$ cat config.mk
export PLATFORM = sky130hd
export DESIGN_NAME = bomber_status_encoder
export DESIGN_NICKNAME = d
export VERILOG_FILES = /design/src/rtl/bomber_status_pkg.sv /design/src/rtl/bomber_pos_digit_split.sv /design/src/rtl/bomber_status_encoder.sv
export SDC_FILE = /design/constraint.sdc
export NUM_CORES = 1
export LEC_CHECK = 0
export ABC_AREA = 1
export BUFFER_PORTS_ARGS = -buffer_cell sky130_fd_sc_hd__buf_2
export CAP_MARGIN = 15
export CORE_MARGIN = 4
export CORE_UTILIZATION = 50
export DETAILED_ROUTE_END_ITERATION = 10
export GPL_TIMING_DRIVEN = 0
export PLACE_DENSITY_LB_ADDON = 0.1
export SYNTH_ARGS = -nofsm -noshare
export SYNTH_HDL_FRONTEND = slang
export SYNTH_SLANG_ARGS = --single-unit
$ cat constraint.sdc
create_clock -name i_pclk -period 2.6 [get_ports i_pclk]
set_input_delay 0 -clock i_pclk [delete_from_list [all_inputs] [get_ports i_pclk]]
set_output_delay 0 -clock i_pclk [all_outputs]
set_load 0.1 [all_outputs]
$ cat src/rtl/bomber_status_pkg.sv
`default_nettype none
// ============================================================================
//  Module      : bomber_status_pkg
//  Description : Shared field layout of the 14-bit per-bomber status word and
//                the encoder state encoding. The overlay decodes with the same
//                offsets, so change them in one place only.
//  Revision    : 1.0 - initial release
// ============================================================================
package bomber_status_pkg;

    localparam int STATUS_W    = 14;
    localparam int UNITS_W     = 4;
    localparam int X_TENS_BIT  = 0;
    localparam int X_UNITS_LSB = 1;
    localparam int Y_TENS_BIT  = 5;
    localparam int Y_UNITS_LSB = 6;
    localparam int LIVES_LSB   = 10;
    localparam int BOMBS_LSB   = 12;

    typedef enum logic [1:0] {
        ST_IDLE    = 2'd0,
        ST_CONV_X  = 2'd1,
        ST_CONV_Y  = 2'd2,
        ST_PENDING = 2'd3
    } enc_state_t;

endpackage : bomber_status_pkg
`default_nettype wire

$ cat src/rtl/bomber_pos_digit_split.sv
`default_nettype none
// ============================================================================
//  Module      : bomber_pos_digit_split
//  Description : Combinational saturate-then-split of a binary position into
//                a 1-bit tens digit and a 4-bit units digit (0..9).
//  Revision    : 1.0 - initial release
// ============================================================================
module bomber_pos_digit_split
    import bomber_status_pkg::*;
#(
    parameter int POS_WIDTH = 5,
    parameter int POS_MAX   = 19
) (
    input  logic [POS_WIDTH-1:0] i_pos,
    output logic                 o_tens,
    output logic [UNITS_W-1:0]   o_units
);

    localparam logic [POS_WIDTH-1:0] c_pos_max = POS_WIDTH'(POS_MAX);
    localparam logic [POS_WIDTH-1:0] c_ten     = POS_WIDTH'(10);

    logic [POS_WIDTH-1:0] w_sat;

    // Clamp first, then split. Because the clamped value is at most 19, the
    // units digit can be formed modulo 16 from the low nibble alone.
    always_comb begin
        w_sat   = (i_pos > c_pos_max) ? c_pos_max : i_pos;
        o_tens  = (w_sat >= c_ten);
        o_units = w_sat[UNITS_W-1:0] - (o_tens ? 4'd10 : 4'd0);
    end

endmodule : bomber_pos_digit_split
`default_nettype wire

$ cat src/rtl/bomber_status_encoder.sv
`default_nettype none
// ============================================================================
//  Module      : bomber_status_encoder
//  Description : Accepts one bomber's game state over valid/ready, converts
//                positions to tens/units digits and commits the packed status
//                word only on a vsync rising edge to avoid torn frames.
//  Revision    : 1.0 - initial release
// ============================================================================
module bomber_status_encoder
    import bomber_status_pkg::*;
#(
    parameter int POS_WIDTH = 5,
    parameter int POS_MAX   = 19
) (
    input  logic                 i_pclk,
    input  logic                 i_rst,
    input  logic                 i_vsync,
    input  logic                 i_valid,
    output logic                 o_ready,
    input  logic [POS_WIDTH-1:0] i_pos_x,
    input  logic [POS_WIDTH-1:0] i_pos_y,
    input  logic [1:0]           i_lives,
    input  logic [1:0]           i_bombs,
    output logic [STATUS_W-1:0]  o_status_data,
    output logic                 o_updated
);

    enc_state_t           state_q, state_d;
    logic                 vsync_q, vsync_d;
    logic [POS_WIDTH-1:0] x_q, x_d;
    logic [POS_WIDTH-1:0] y_q, y_d;
    logic [1:0]           lives_q, lives_d;
    logic [1:0]           bombs_q, bombs_d;
    logic                 x_tens_q, x_tens_d;
    logic [UNITS_W-1:0]   x_units_q, x_units_d;
    logic [STATUS_W-1:0]  pending_q, pending_d;
    logic [STATUS_W-1:0]  status_q, status_d;
    logic                 updated_q, updated_d;
    logic                 ready_q, ready_d;

    logic                 w_transfer;
    logic                 w_vsync_rise;
    logic [POS_WIDTH-1:0] w_split_in;
    logic                 w_tens;
    logic [UNITS_W-1:0]   w_units;

    // One splitter shared in time: X during CONV_X, Y during CONV_Y.
    assign w_split_in = (state_q == ST_CONV_Y) ? y_q : x_q;

    bomber_pos_digit_split #(
        .POS_WIDTH (POS_WIDTH),
        .POS_MAX   (POS_MAX)
    ) u_split (
        .i_pos   (w_split_in),
        .o_tens  (w_tens),
        .o_units (w_units)
    );

    assign w_transfer   = i_valid && ready_q;
    assign w_vsync_rise = i_vsync && !vsync_q;

    // Next-state logic: capture, two conversion steps, then hold until vsync.
    always_comb begin
        state_d   = state_q;
        vsync_d   = i_vsync;
        x_d       = x_q;
        y_d       = y_q;
        lives_d   = lives_q;
        bombs_d   = bombs_q;
        x_tens_d  = x_tens_q;
        x_units_d = x_units_q;
        pending_d = pending_q;
        status_d  = status_q;
        updated_d = 1'b0;

        case (state_q)
            ST_IDLE: begin
                if (w_transfer) begin
                    x_d     = i_pos_x;
                    y_d     = i_pos_y;
                    lives_d = i_lives;
                    bombs_d = i_bombs;
                    state_d = ST_CONV_X;
                end
            end
            ST_CONV_X: begin
                x_tens_d  = w_tens;
                x_units_d = w_units;
                state_d   = ST_CONV_Y;
            end
            ST_CONV_Y: begin
                pending_d                            = '0;
                pending_d[X_TENS_BIT]                = x_tens_q;
                pending_d[X_UNITS_LSB +: UNITS_W]    = x_units_q;
                pending_d[Y_TENS_BIT]                = w_tens;
                pending_d[Y_UNITS_LSB +: UNITS_W]    = w_units;
                pending_d[LIVES_LSB +: 2]            = lives_q;
                pending_d[BOMBS_LSB +: 2]            = bombs_q;
                state_d                              = ST_PENDING;
            end
            ST_PENDING: begin
                // The word already pending is what commits, even if a new
                // state is accepted on the same edge.
                if (w_vsync_rise) begin
                    status_d  = pending_q;
                    updated_d = 1'b1;
                end
                if (w_transfer) begin
                    x_d     = i_pos_x;
                    y_d     = i_pos_y;
                    lives_d = i_lives;
                    bombs_d = i_bombs;
                    state_d = ST_CONV_X;
                end else if (w_vsync_rise) begin
                    state_d = ST_IDLE;
                end
            end
            default: begin
                state_d = ST_IDLE;
            end
        endcase

        ready_d = (state_d == ST_IDLE) || (state_d == ST_PENDING);
    end

    // State and output registers; reset drops any pending or in-flight word.
    always_ff @(posedge i_pclk) begin
        if (i_rst) begin
            state_q   <= ST_IDLE;
            vsync_q   <= 1'b0;
            x_q       <= '0;
            y_q       <= '0;
            lives_q   <= '0;
            bombs_q   <= '0;
            x_tens_q  <= 1'b0;
            x_units_q <= '0;
            pending_q <= '0;
            status_q  <= '0;
            updated_q <= 1'b0;
            ready_q   <= 1'b1;
        end else begin
            state_q   <= state_d;
            vsync_q   <= vsync_d;
            x_q       <= x_d;
            y_q       <= y_d;
            lives_q   <= lives_d;
            bombs_q   <= bombs_d;
            x_tens_q  <= x_tens_d;
            x_units_q <= x_units_d;
            pending_q <= pending_d;
            status_q  <= status_d;
            updated_q <= updated_d;
            ready_q   <= ready_d;
        end
    end

    assign o_ready       = ready_q;
    assign o_status_data = status_q;
    assign o_updated     = updated_q;

endmodule : bomber_status_encoder
`default_nettype wire

Yosys cells after proc, flatten, opt, wreduce, memory -nomap -nowiden
Index checks and enable logic that the tools add are counted.
{"block": "totals", "ff_bits": 52, "inputBits": 18, "out_inout_bits": 16, "elab_cells": 38}
{"block": "classes", "add_sub_neg": 1, "n_lt_le_gt_ge": 2, "eq_ne": 4, "muxes": 8, "n_bitwise": 1, "reduce_logical": 10}
{"operator": "2-to-1 mux 5 bit", "n": 2}
{"operator": "one-hot mux 2 bit (4 select lines)", "n": 1}
{"operator": "equality test 2 bit, second input constant", "n": 3}
{"operator": "2-to-1 mux 2 bit", "n": 3}
{"operator": ">= comparator 5 x 4 -> 1 bit, second input constant", "n": 1}
{"operator": "> comparator 5 bit, second input constant", "n": 1}
{"operator": "logical NOT 2 bit", "n": 2}
{"operator": "2-to-1 mux 4 bit", "n": 1}
{"operator": "AND reduction 2 bit", "n": 2}
{"operator": "OR reduction 2 bit", "n": 2}
{"operator": "subtractor 4 bit", "n": 1}
{"operator": "equality test 2 x 1 -> 1 bit, second input constant", "n": 1}
{"operator": "logical AND 1 bit", "n": 2}
{"operator": "logical NOT 1 bit", "n": 1}
{"operator": "logical OR 1 bit", "n": 1}
{"operator": "2-to-1 mux 1 bit", "n": 1}
{"operator": "NOT 1 bit", "n": 1}

Logic depth before layout (Yosys ltp)
Gate-level depths: netlist of the first run.
{"block": "depth", "ltp_word": 7, "mapped_depth": 17, "depth_no_buf": 16}

Modules after synthesis
Synthesis of the first run repeated with hierarchy kept, for this count alone.
{"block": "hier_totals", "cells_unflattened": 279, "area_unflattened_um2": 2099.5}
{"mod": "bomber_status_encoder", "n_inst": 1, "cells_each": 260, "area_each_um2": 1999.4, "seq_area_each_um2": 1041.0}
{"mod": "bomber_pos_digit_split", "n_inst": 1, "cells_each": 19, "area_each_um2": 100.1, "seq_area_each_um2": 0.0}

Worst setup path before layout of the first run
Ideal clock, no wire load.
{"block": "synth_timing", "path_kind": "reg-to-reg", "start": "reg state_q[0]", "end": "reg x_units_q[3]", "setup_ns": 0.109, "arrival_ns": 1.882, "t_required_ns": 2.491, "setup_slack_ns": 0.609, "path_stages_with_launch": 17, "n_path_buf": 2, "period_less_slack_ns": 1.991, "path_cell_list": "dfxtp_1 -> inv_1 -> ha_1 -> buf_6 -> inv_8 -> buf_12 -> nand2_4 -> nand2_4 -> nor2_2 -> nor2_2 -> a21oi_1 -> ha_1 -> ha_1 -> nand3_1 -> nand3_1 -> nand2_1 -> inv_1"}
{"block": "synth_between", "elab_chain_len": 7, "word_cells_on_any_way": 8, "classes_between": "add/sub (1); order compare (2); eq/ne (2); mux (3)"}
{"element": "from (decl)", "line": "bomber_status_encoder.sv:28", "text": "enc_state_t state_q, state_d;"}
{"element": "from (signal assigned)", "line": "bomber_status_encoder.sv:142", "text": "state_q <= state_d;"}
{"element": "equality test 2 bit", "line": "bomber_status_encoder.sv:48", "text": "assign w_split_in = (state_q == ST_CONV_Y) ? y_q : x_q;"}
{"element": "2-to-1 mux 5 bit", "line": "bomber_status_encoder.sv:48"}
{"element": "> comparator 5 bit", "line": "bomber_pos_digit_split.sv:27", "text": "w_sat = (i_pos > c_pos_max) ? c_pos_max : i_pos;"}
{"element": "2-to-1 mux 5 bit", "line": "bomber_pos_digit_split.sv:27"}
{"element": ">= comparator 5 x 4 -> 1 bit", "line": "bomber_pos_digit_split.sv:28", "text": "o_tens = (w_sat >= c_ten);"}
{"element": "2-to-1 mux 4 bit", "line": "bomber_pos_digit_split.sv:29", "text": "o_units = w_sat[UNITS_W-1:0] - (o_tens ? 4'd10 : 4'd0);"}
{"element": "subtractor 4 bit", "line": "bomber_pos_digit_split.sv:29"}
{"element": "to (signal assigned)", "line": "bomber_status_encoder.sv:149", "text": "x_units_q <= x_units_d;"}
{"element": "to (decl)", "line": "bomber_status_encoder.sv:35", "text": "logic [UNITS_W-1:0] x_units_q, x_units_d;"}
Several ways; a longest one is shown, not always the timed one.
A chain may end at the register's enable or synchronous reset.

Worst setup path in the final report of the first run
{"block": "layout_timing", "start": "reg state_q[0]", "end": "reg pending_q[9]"}
{"block": "layout_between", "elab_chain_len": 7}
{"element": "equality test 2 bit (*)", "line": "bomber_status_encoder.sv:48, bomber_status_encoder.sv:76"}
{"element": "2-to-1 mux 5 bit", "line": "bomber_status_encoder.sv:48"}
{"element": "> comparator 5 bit", "line": "bomber_pos_digit_split.sv:27"}
{"element": "2-to-1 mux 5 bit", "line": "bomber_pos_digit_split.sv:27"}
{"element": ">= comparator 5 x 4 -> 1 bit", "line": "bomber_pos_digit_split.sv:28"}
{"element": "2-to-1 mux 4 bit", "line": "bomber_pos_digit_split.sv:29"}
{"element": "subtractor 4 bit", "line": "bomber_pos_digit_split.sv:29"}
{"element": "to (signal assigned)", "line": "bomber_status_encoder.sv:150", "text": "pending_q <= pending_d;"}
{"element": "to (decl)", "line": "bomber_status_encoder.sv:36", "text": "logic [STATUS_W-1:0] pending_q, pending_d;"}
Every way passes the cells marked *; elsewhere a longest branch is shown, timed or not.

==> results of run 1 <==
[cell usage in the layout (no fill, tap or decap), types with 5 or more instances in the layout]
master and count:
o21ai_0 32, ha_1 6, clkbuf_1 6, nor2_2 5, nor2_1 36, nand2_4 5
buf_2 40, dlygate4sd3_1 14, nand3_1 17, dfxtp_1 52, a21oi_1 33, nand2_1 38
inv_1 23, clkbuf_8 5
[layout make-up]
cell class	instances	area, µm²	area share (%)
plain buffers	16	93.8	3.61
inverters	24	97.6	3.76
clock buffers	5	68.8	2.65
clock inverters	3	21.3	0.819
multi-input cells	178	907	34.9
well taps	50	62.6	2.41
repair buffers	47	305	11.8
flip-flops and latches	52	1040	40.1
[state kept, by name (all words and copies together), names as in the netlist]
| name | count |
|---|---|
| o_status_data | 14 |
| x_q | 5 |
| o_ready | 1 |
| bombs_q | 2 |
| vsync_q | 1 |
| lives_q | 2 |
| y_q | 5 |
| pending_q | 14 |
| state_q | 2 |
| o_updated | 1 |
| x_units_q | 4 |
| x_tens_q | 1 |
[how the worst min path moves through the flow]
| stage | end | slack, ns | depth (start not counted) |
|---|---|---|---|
| final | x_q[2] | 0.003 | 3 |
| after global routing | x_q[2] | 0.04 | 3 |
| after CTS | x_q[2] | 0.005 | 3 |
| after detailed placement | lives_q[1] | 0.23 | 3 |
| after global placement | x_q[0] | 0.22 | 3 |
| after floorplan | vsync_q | 0.13 | 2 |
[layer usage]
metal  up-vias  share of wire [%]
li1        979                  -
met1       811                 48
met2        37                 45
met3         4                4.9
met4         0                1.3
met5         -                  0
[power by group through the flow]
stage / clock (µW) / sequential [µW] / combinational (µW)
finish: 467 / 919 / 428
global route: 506 / 928 / 486
CTS: 476 / 919 / 430
detailed placement: 0 / 937 / 412
global placement: 0 / 934 / 405
floorplan: 0 / 961 / 294
[stage by stage]
| stage | cell area [µm²] | hold slack, ns | setup WS [ns] |
|---|---|---|---|
| CTS | 2600 | 0.00452 | 0.402 |
| detailed placement | 2370 | 0.230 | 0.408 |
| finish | 2600 | 0.00341 | 0.413 |
| floorplan | 2140 | 0.134 | 0.609 |
| global route | 2600 | 0.0420 | 0.224 |
| global placement | 2370 | 0.220 | 0.440 |
[tightest hold or removal path, stage by stage]
cell,delay [ns]
buf_2,0.07
o21ai_0,0.07
a21oi_1,0.12
[cells by family (layout without fill, tap and decap cells)]
| group | count (synthesis) | after routing | synth area share [%] |
|---|---|---|---|
| and+or+nand+nor | 103 | 103 | 22.0 |
| DFF | 52 | 52 | 48.7 |
| buffers and inverters | 40 | 95 | 8.95 |
| AOI/OAI and AO/OA | 69 | 69 | 16.9 |
| adders and majority gates | 6 | 6 | 3.51 |
==> flow_metrics.py, run 1 <==
metrics = {
    "die": {
        "ios": 34,
        "die_x_um": 73.4,
        "core_um2": 4060,
        "start_util_pct": 52.7,
        "num_rows": 23,
        "dieArea_um2": 5390,
        "die_y_um": 73.4,
    },
    "routing": {
        "vias": 1831,
        "drt_wl_total_um": 4190,
        "dr.pass1.iters": 4,
        "drt_iter0_markers": 67,
        "ant_nets": 0,
        "drt-vias-per-instance": 4.88,
        "drc": 0,
        "post_drt_wl_per_cell_um": 11.2,
    },
    "timing": {
        "hold_viol": 0,
        "setup_violations": 0,
        "period_share_pct": 84.1,
        "rsz0062_at_grt": "no",
        "slew_violations": 0,
        "final.setup.tns_ns": 0,
        "final.setup_skew_ns": 0.00589,
        "max_freq_mhz": 457,
        "relSlewSlack_pct": 67.8,
        "post-route-min-period_ns": 2.19,
        "worst_slew_pin_slew_ns": 0.486,
    },
    "cells_and_area": {
        "nNetsFinal": 348,
        "insertedDiodeCount": 0,
        "nFillCells": 382,
        "layout.cells.non_filler": 375,
        "utilization_pct": 64.0,
        "synthToLayoutAreaGrowth_pct": 21.4,
        "final_layout_size_suffix_gt1_share_pct": 20.3,
    },
    "worst_setup_path": {
        "worst-path-stages": 16,
        "path_cells": "inv_1 > ha_1 > buf_6 > inv_8 > buf_12 > nand2_4 > nand2_4 > nor2_2 > nor2_2 > a21oi_1 > ha_1 > ha_1 > nand3_1 > nand3_1 > nand2_1 > inv_1",
        "worstPathArrival_ns": 2.41,
        "r2r_slack_ns": 0.41,
        "cp_common_cell": "ha_1",
        "slowest_delay_ns": 0.41,
        "crit_required_ns": 2.82,
        "crit_type": "reg -> reg",
        "critPathCaptureType": "register",
        "crit_start": "state_q[0]",
        "cp_top_family": "adder cells",
        "reg2regPathDepth": 16,
        "startpoint_type": "register",
        "path_buf_inv": 5,
        "cp_max_fo": 10,
        "endpoint": "pending_q[9]",
        "r2r_start": "state_q[0]",
        "cp_slowest_cell": "dfxtp_1",
        "r2r-end": "pending_q[9]",
    },
    "global_route": {
        "grtUsageMet3_pct": 4.51,
        "grt_busiest_layer": "met2",
        "grt_usage_pct": 17.4,
        "gr-total-overflow": 0,
        "grt_start_max_net_pins": 18,
        "grtUsageMet1_pct": 22.8,
        "grt_pass1_vias": 1686,
        "grt_pass1_wl_um": 7400,
        "grt_use_met2_pct": 28.1,
        "antenna_found_initial": 0,
    },
    "logic_synthesis": {
        "syn_inst": 270,
        "synth_area_leaders": "dfxtp_1, a21oi_1, o21ai_0, nand2_1, nor2_1",
        "post-synth-top-count-cell": "dfxtp_1",
        "synth_top_cell_by_area": "dfxtp_1",
        "synth.top_cell.area_share_pct": 48.7,
        "ys_types": 22,
        "synth_nets": 294,
        "synth_edf_count": 0,
        "syn_area_um2": 2140,
        "ys_ff_latch": 52,
        "synth_ff_type": "dfxtp_1",
        "yosys_warnings": 0,
        "syn_avg_cell_area_um2": 7.92,
        "synthTopCellsByCount": "dfxtp_1, nand2_1, nor2_1, a21oi_1, o21ai_0",
        "async_flop_share_pct": 0,
        "ys_seq_area_share_pct": 48.7,
    },
    "power": {
        "p_sw_share_pct": 32.5,
        "power_switching_uw": 589,
        "pwr-share-comb_pct": 23.6,
        "p_leak_uw": 0.00119,
        "ir_worst_vdd_mv": 0.437,
        "clkPwrFrac_pct": 25.7,
        "seq_power_share_pct": 50.7,
        "p_int_uw": 1220,
        "p_per_area_nw_per_um2": 698,
        "total_power_uw": 1810,
    },
    "flow_run": {
        "drv_cap": 0,
    },
    "cts": {
        "clkTransAtPathRegs_ns": 0.10,
        "post_cts_buffers": 0,
        "worstSkewPairLatency_ns": 0.31,
        "max-clock-path-buffers": 2,
        "cts_resized": 0,
        "cts_root_buffer": "clkbuf_8",
        "numClockSinks": 52,
        "cts_tree": "built",
        "numCtsBuffers": 5,
        "cts_max_level": 2,
        "ctsHoldBuffers": 14,
    },
    "place": {
        "dpl.hpwl_um": 3030,
        "gp_congestion": 0.818,
        "dp_cells": 353,
        "io_buffers": 33,
    },
    "outcome": {
        "status": "complete, no violations",
    },
    "min_path": {
        "min_path_type": "in -> reg",
        "worstHoldStart": "i_pos_x[2]",
    },
}
Power figures use the tool's default switching activity.
==> inputs of run 2 (changes only) <==
--- a/config.mk
+++ b/config.mk
@@ -5,7 +5,7 @@
 export SDC_FILE = /design/constraint.sdc
 export NUM_CORES = 1
 export LEC_CHECK = 0
-export ABC_AREA = 1
+export ABC_AREA = 0
 export BUFFER_PORTS_ARGS = -buffer_cell sky130_fd_sc_hd__buf_2
 export CAP_MARGIN = 15
 export CORE_MARGIN = 4
==> constraint.sdc (replaced) <==
create_clock -name i_pclk -period 1.76 [get_ports i_pclk]
set_input_delay 0 -clock i_pclk [delete_from_list [all_inputs] [get_ports i_pclk]]
set_output_delay 0 -clock i_pclk [all_outputs]
set_load 0.1 [all_outputs]
==> run 2 against run 1 <==
Compared with the run above: the flow now finishes with violations (negative setup slack); power increased by 54%; design area increased by 9.3%; global-route usage increased by 2.5 points; sequential cell count unchanged; sequential share of layout area decreased by 3.2 points; clock skew increased by 0.0037 ns; combinational power increased by 53%; register-to-register slack got worse by 0.60 ns; clock-buffer cell count increased by 1; fmax increased by 12%; sequential power increased by 45%; synthesized area decreased by 1.1%.
==> flow_metrics.py, run 2 <==
metrics = {
    "routing": {
        "drt_iter0_markers": 102,
        "dr.pass1.iters": 4,
        "ant_nets": 0,
        "post_drt_wl_per_cell_um": 13.2,
        "drc": 0,
        "vias": 1830,
        "drt-vias-per-instance": 5.04,
        "drt_wl_total_um": 4790,
    },
    "cts": {
        "cts_tree": "built",
        "clkTransAtPathRegs_ns": 0.09,
        "max-clock-path-buffers": 2,
        "cts_root_buffer": "clkbuf_8",
        "numClockSinks": 52,
        "cts_max_level": 2,
        "worstSkewPairLatency_ns": 0.31,
        "numCtsBuffers": 5,
    },
    "die": {
        "num_rows": 23,
        "dieArea_um2": 5340,
        "die_y_um": 73.1,
        "ios": 34,
        "core_um2": 4060,
        "die_x_um": 73.1,
        "start_util_pct": 52.1,
    },
    "worst_setup_path": {
        "crit_start": "state_q[0]",
        "r2r-end": "x_units_q[3]",
        "cp_max_fo": 6,
        "r2r_start": "state_q[0]",
        "worstPathArrival_ns": 2.18,
        "crit_type": "reg -> reg",
        "critPathCaptureType": "register",
        "endpoint": "x_units_q[3]",
        "r2r_slack_ns": -0.19,
        "reg2regPathDepth": 11,
        "crit_required_ns": 1.99,
        "startpoint_type": "register",
    },
    "timing": {
        "post-route-min-period_ns": 1.95,
        "worst_slew_pin_slew_ns": 0.539,
        "fin_ws_ns": -0.189,
        "rsz0062_at_grt": "yes",
        "hold_slack_ns": 0.0191,
        "setup_violations": 7,
        "period_share_pct": 111,
        "slew_violations": 0,
        "relSlewSlack_pct": 64.0,
        "max_freq_mhz": 513,
        "hold_viol": 0,
        "final.setup_skew_ns": 0.00961,
    },
    "outcome": {
        "status": "finished, violations left",
        "violations": "negative setup slack",
    },
    "logic_synthesis": {
        "synth.top_cell.area_share_pct": 49.2,
        "synth_area_leaders": "dfxtp_1, nand2_1, a21oi_1, mux2i_1, nor2_1",
        "syn_area_um2": 2120,
        "post-synth-top-count-cell": "nand2_1",
        "synthTopCellsByCount": "nand2_1, dfxtp_1, a21oi_1, nor2_1",
        "ys_types": 33,
        "yosys_warnings": 0,
        "synth_ff_type": "dfxtp_1",
        "synthAdderAreaFrac_pct": 3.55,
        "synth-xor-area-share_pct": 0.828,
        "ys_ff_latch": 52,
        "synth_nets": 275,
        "synth_edf_count": 0,
        "syn_avg_cell_area_um2": 8.43,
        "synth-compound-area-share_pct": 16.4,
        "syn_inst": 251,
        "synth_top_cell_by_area": "dfxtp_1",
        "yosys.area_share.simple_pct": 18.5,
        "synthMuxAreaShare_pct": 6.80,
        "synth_top_family_by_area": "simple AND/OR/NAND/NOR gates",
        "async_flop_share_pct": 0,
        "ys_seq_area_share_pct": 49.2,
    },
    "global_route": {
        "grt_start_max_net_pins": 16,
        "gr-total-overflow": 0,
        "antenna_found_initial": 0,
        "grt_pass1_vias": 1783,
        "grt_usage_pct": 19.9,
        "grt_pass1_wl_um": 8270,
    },
    "place": {
        "dp_cells": 333,
        "place_area_um2": 2420,
        "gp_congestion": 0.797,
        "dpl.hpwl_um": 3150,
        "io_buffers": 32,
    },
    "cells_and_area": {
        "layout.cells.non_filler": 363,
        "mostFrequentLayoutCells": "nand2_1, dfxtp_1, buf_2, a21oi_1, nor2_1",
        "synthToLayoutAreaGrowth_pct": 34.2,
        "final_layout_size_suffix_gt1_share_pct": 27.2,
        "mostFrequentLayoutCell": "nand2_1",
        "nFillCells": 333,
        "nNetsFinal": 336,
        "fin_area_um2": 2840,
        "insertedDiodeCount": 0,
    },
    "min_path": {
        "min_path_type": "in -> reg",
    },
    "power": {
        "p_per_area_nw_per_um2": 981,
        "p_leak_uw": 0.00110,
        "total_power_uw": 2790,
        "ir_worst_vdd_mv": 0.575,
    },
    "flow_run": {
        "drv_cap": 0,
    },
}
==> run 2: worst min-delay path by stage <==
stage | end | cells after the start | from | slack [ns]
after floorplan | vsync_q | 1 | i_vsync | 0.13
after global placement | vsync_q | 2 | i_vsync | 0.22
after detailed placement | vsync_q | 2 | i_vsync | 0.25
after CTS | vsync_q | 2 | i_rst | 0.01
after global routing | vsync_q | 2 | i_rst | 0.03
final | vsync_q | 2 | i_rst | 0.02
==> run 2: layer usage <==
metal	track usage (%)	share of wire, %	up-vias
li1	-	-	961
met1	24.7	46	836
met2	34.2	49	27
met3	4.55	3.4	6
met4	6.15	1.3	0
met5	0	0	-
==> run 2: cells by family (layout without fill, tap and decap cells) <==
| family | count (synthesis) | in the layout |
|---|---|---|
| AOI/OAI and AO/OA | 56 | 56 |
| xor gates and xnor gates | 2 | 2 |
| adders and majority gates | 6 | 6 |
| buffers and inverters | 22 | 84 |
| DFF | 52 | 52 |
| muxes | 14 | 14 |
| and+or+nand+nor | 99 | 99 |
==> run 2: worst max-delay path: stages, from the launching register on <==
cell and delay (ns):
dfxtp_4 0.36, inv_4 0.06, ha_4 0.20, buf_8 0.13, o21bai_2 0.13, nand2_1 0.07
nand2_1 0.10, nand2_1 0.08, ha_2 0.21, ha_4 0.17, xor2_2 0.17, a211oi_2 0.19
==> run 2: timing repair <==
item                                    4_1_cts  5_1_grt
cloned                                        0        1
hold buffers                                 15        0
gates resized for setup                      11       14
endpoints found under the hold margin        15        0
setup buffers                                 4        4
endpoints found under the setup margin       17       19
pin swaps                                     7        8
==> run 2: cell type report <==
cell class	instances	area [µm²]	share of cell area, %
plain buffers	15	91.3	3.22
clock buffers	6	72.6	2.56
clock inverters	2	35.0	1.23
inverters	5	21.3	0.749
multi-input cells	177	1110	39.1
flip-flops and latches	52	1050	36.9
well taps	50	62.6	2.20
repair buffers	56	399	14.1
==> run 2: metrics by stage <==
stage | utilization [%] | setup TNS, ns | worst slack, ns
2_1_floorplan | - | -0.443 | -0.153
3_3_place_gp | 59.7 | -1.85 | -0.287
3_5_place_dp | 59.7 | -1.93 | -0.307
4_1_cts | 67.2 | -0.791 | -0.180
5_1_grt | 70.0 | -2.43 | -0.290
6_report | 70.0 | -0.680 | -0.189
==> run 2: report_power, final <==
part           switching, µW  internal (µW)
Sequential              67.7           1260
Clock                    384            422
Combinational            348            305
Total                    799           1990
==> inputs of run 3 (changes only) <==
--- a/config.mk
+++ b/config.mk
@@ -8,8 +8,10 @@
 export ABC_AREA = 0
 export BUFFER_PORTS_ARGS = -buffer_cell sky130_fd_sc_hd__buf_2
 export CAP_MARGIN = 15
+export CELL_PAD_IN_SITES_DETAIL_PLACEMENT = 1
+export CELL_PAD_IN_SITES_GLOBAL_PLACEMENT = 1
 export CORE_MARGIN = 4
-export CORE_UTILIZATION = 50
+export CORE_UTILIZATION = 37
 export DETAILED_ROUTE_END_ITERATION = 10
 export GPL_TIMING_DRIVEN = 0
 export PLACE_DENSITY_LB_ADDON = 0.1
==> run 3 against run 2 <==
Compared with the run above: the flow still finishes with violations (negative setup slack); clock-buffer cell count did not move; power fell by 2.5%; worst setup slack got worse by 0.12 ns.
==> flow_metrics.py, run 3 (synthesis results as in run 2) <==
metrics = {
    "cells_and_area": {
        "mostFrequentLayoutCell": "nand2_1",
        "synthToLayoutAreaGrowth_pct": 34.8,
        "mostFrequentLayoutCells": "nand2_1, dfxtp_1, buf_2, a21oi_1, nor2_1",
        "insertedDiodeCount": 0,
        "layout.cells.non_filler": 385,
        "nNetsFinal": 336,
        "nFillCells": 673,
        "final_layout_size_suffix_gt1_share_pct": 26.2,
    },
    "worst_setup_path": {
        "r2r_slack_ns": -0.31,
        "r2r_start": "state_q[0]",
        "reg2regPathDepth": 11,
        "critPathCaptureType": "register",
        "r2r-end": "pending_q[9]",
        "worstPathArrival_ns": 2.29,
        "crit_required_ns": 1.98,
        "crit_type": "reg -> reg",
        "startpoint_type": "register",
        "cp_max_fo": 8,
    },
    "cts": {
        "cts_tree": "built",
        "clkTransAtPathRegs_ns": 0.10,
        "numClockSinks": 52,
        "max-clock-path-buffers": 2,
        "cts_root_buffer": "clkbuf_8",
        "cts_max_level": 2,
        "numCtsBuffers": 5,
        "worstSkewPairLatency_ns": 0.31,
    },
    "die": {
        "core_um2": 5540,
        "ios": 34,
        "die_x_um": 83.6,
        "num_rows": 27,
        "die_y_um": 83.6,
        "start_util_pct": 38.2,
        "dieArea_um2": 6990,
    },
    "place": {
        "dp_cells": 355,
        "dpl.hpwl_um": 3730,
        "io_buffers": 32,
        "gp_congestion": 0.834,
    },
    "routing": {
        "drt_iter0_markers": 73,
        "drc": 0,
        "ant_nets": 0,
        "dr.pass1.iters": 4,
        "drt-vias-per-instance": 4.97,
        "vias": 1914,
        "drt_wl_total_um": 5500,
        "post_drt_wl_per_cell_um": 14.3,
    },
    "power": {
        "ir_worst_vdd_mv": 0.621,
        "clkPwrFrac_pct": 27.1,
        "power_switching_uw": 841,
        "p_sw_share_pct": 31.0,
        "pwr-share-comb_pct": 23.7,
        "p_per_area_nw_per_um2": 952,
        "seq_power_share_pct": 49.2,
        "p_int_uw": 1870,
        "p_leak_uw": 0.00111,
    },
    "min_path": {
        "worstHoldStart": "i_rst",
        "hold_end": "vsync_q",
        "holdPathStages": 2,
        "min_path_type": "in -> reg",
    },
    "timing": {
        "hold_slack_ns": 0.0142,
        "period_share_pct": 117,
        "relSlewSlack_pct": 60.2,
        "hold_viol": 0,
        "fin_ws_ns": -0.307,
        "rsz0062_at_grt": "yes",
        "setup_violations": 16,
        "final.setup_skew_ns": 0.00568,
        "max_freq_mhz": 484,
        "worst_slew_pin_slew_ns": 0.597,
        "slew_violations": 0,
        "post-route-min-period_ns": 2.07,
    },
    "outcome": {
        "violations": "negative setup slack",
        "status": "finished, violations left",
    },
    "global_route": {
        "grt_pass1_vias": 1941,
        "grt_start_max_net_pins": 17,
        "grt_pass1_wl_um": 9260,
        "antenna_found_initial": 0,
        "grt_usage_pct": 16.2,
        "gr-total-overflow": 0,
    },
    "flow_run": {
        "drv_cap": 0,
    },
}
run 3: changes by cell type in the layout (fill, tap and decap cells not counted), moves of 2 or more:
cell / before / now
a211oi_2: 4 / 2
o21ai_2: 2 / 0
nand2_1: 63 / 61
a211oi_1: 4 / 6
nand2_2: 0 / 2
clkbuf_4: 1 / 3
run 3: metal layers:
layer | track usage, % | share of wire (%)
met3 | 3.65 | 3.6
met4 | 4.09 | 1.7
met5 | 0 | 0
met2 | 28.1 | 50
met1 | 20.3 | 45
run 3: area by class of cell:
class	count	area, µm²	area share (%)
buffer	14	86.3	3.03
timing repair buffer	57	409	14.3
clock buffer	6	82.6	2.90
sequential	52	1050	36.7
tap	72	90.1	3.16
multi-input combinational	177	1100	38.6
clock inverter	2	13.8	0.483
inverter	5	21.3	0.746
run 3: power by group through the flow:
| stage | registers [µW] | logic [µW] | clock network [µW] |
|---|---|---|---|
| 2_1_floorplan | 1380 | 363 | 0 |
| 3_3_place_gp | 1360 | 507 | 0 |
| 3_5_place_dp | 1360 | 519 | 0 |
| 4_1_cts | 1330 | 591 | 757 |
| 5_1_grt | 1350 | 717 | 807 |
| 6_report | 1340 | 643 | 736 |
run 3: through the flow:
step / instance area, µm² / setup slack, ns / total power, µW / setup TNS [ns] / utilization (%)
2_1_floorplan: 2200 / -0.153 / 1740 / -0.443 / -
3_3_place_gp: 2450 / -0.329 / 1860 / -2.35 / 44.2
3_5_place_dp: 2450 / -0.345 / 1880 / -2.84 / 44.2
4_1_cts: 2770 / -0.211 / 2680 / -1.06 / 50.0
5_1_grt: 2850 / -0.435 / 2870 / -3.75 / 51.5
6_report: 2850 / -0.307 / 2720 / -1.77 / 51.5
run 3: how the worst max path moves through the flow:
| stage | start | to | slack [ns] | cells after the start |
|---|---|---|---|---|
| global route | state_q[0] | pending_q[9] | -0.43 | 9 |
| finish | state_q[0] | pending_q[9] | -0.31 | 11 |
| floorplan | state_q[1] | pending_q[9] | -0.15 | 11 |
| detailed placement | state_q[1] | x_units_q[3] | -0.35 | 11 |
| global placement | state_q[1] | pending_q[9] | -0.33 | 11 |
| CTS | state_q[0] | pending_q[9] | -0.21 | 9 |
run 3: timing repair:
| action | 4_1_cts | 5_1_grt |
|---|---|---|
| resized for setup | 11 | 13 |
| setup endpoints to repair | 26 | 28 |
| gates cloned | 1 | 0 |
| endpoints found under the hold margin | 15 | 0 |
| buffers inserted | 4 | 5 |
| pin swaps | 5 | 4 |
| hold buffers | 15 | 0 |
run 3: worst max-delay path: stages, from the launching register on:
cell      delay (ns)
dfxtp_4         0.37
inv_4           0.06
ha_4            0.23
buf_8           0.14
buf_6           0.09
nor3_4          0.03
a211oi_4        0.21
a211oi_2        0.08
ha_2            0.21
ha_4            0.16
xor2_1          0.16
a211oi_1        0.23
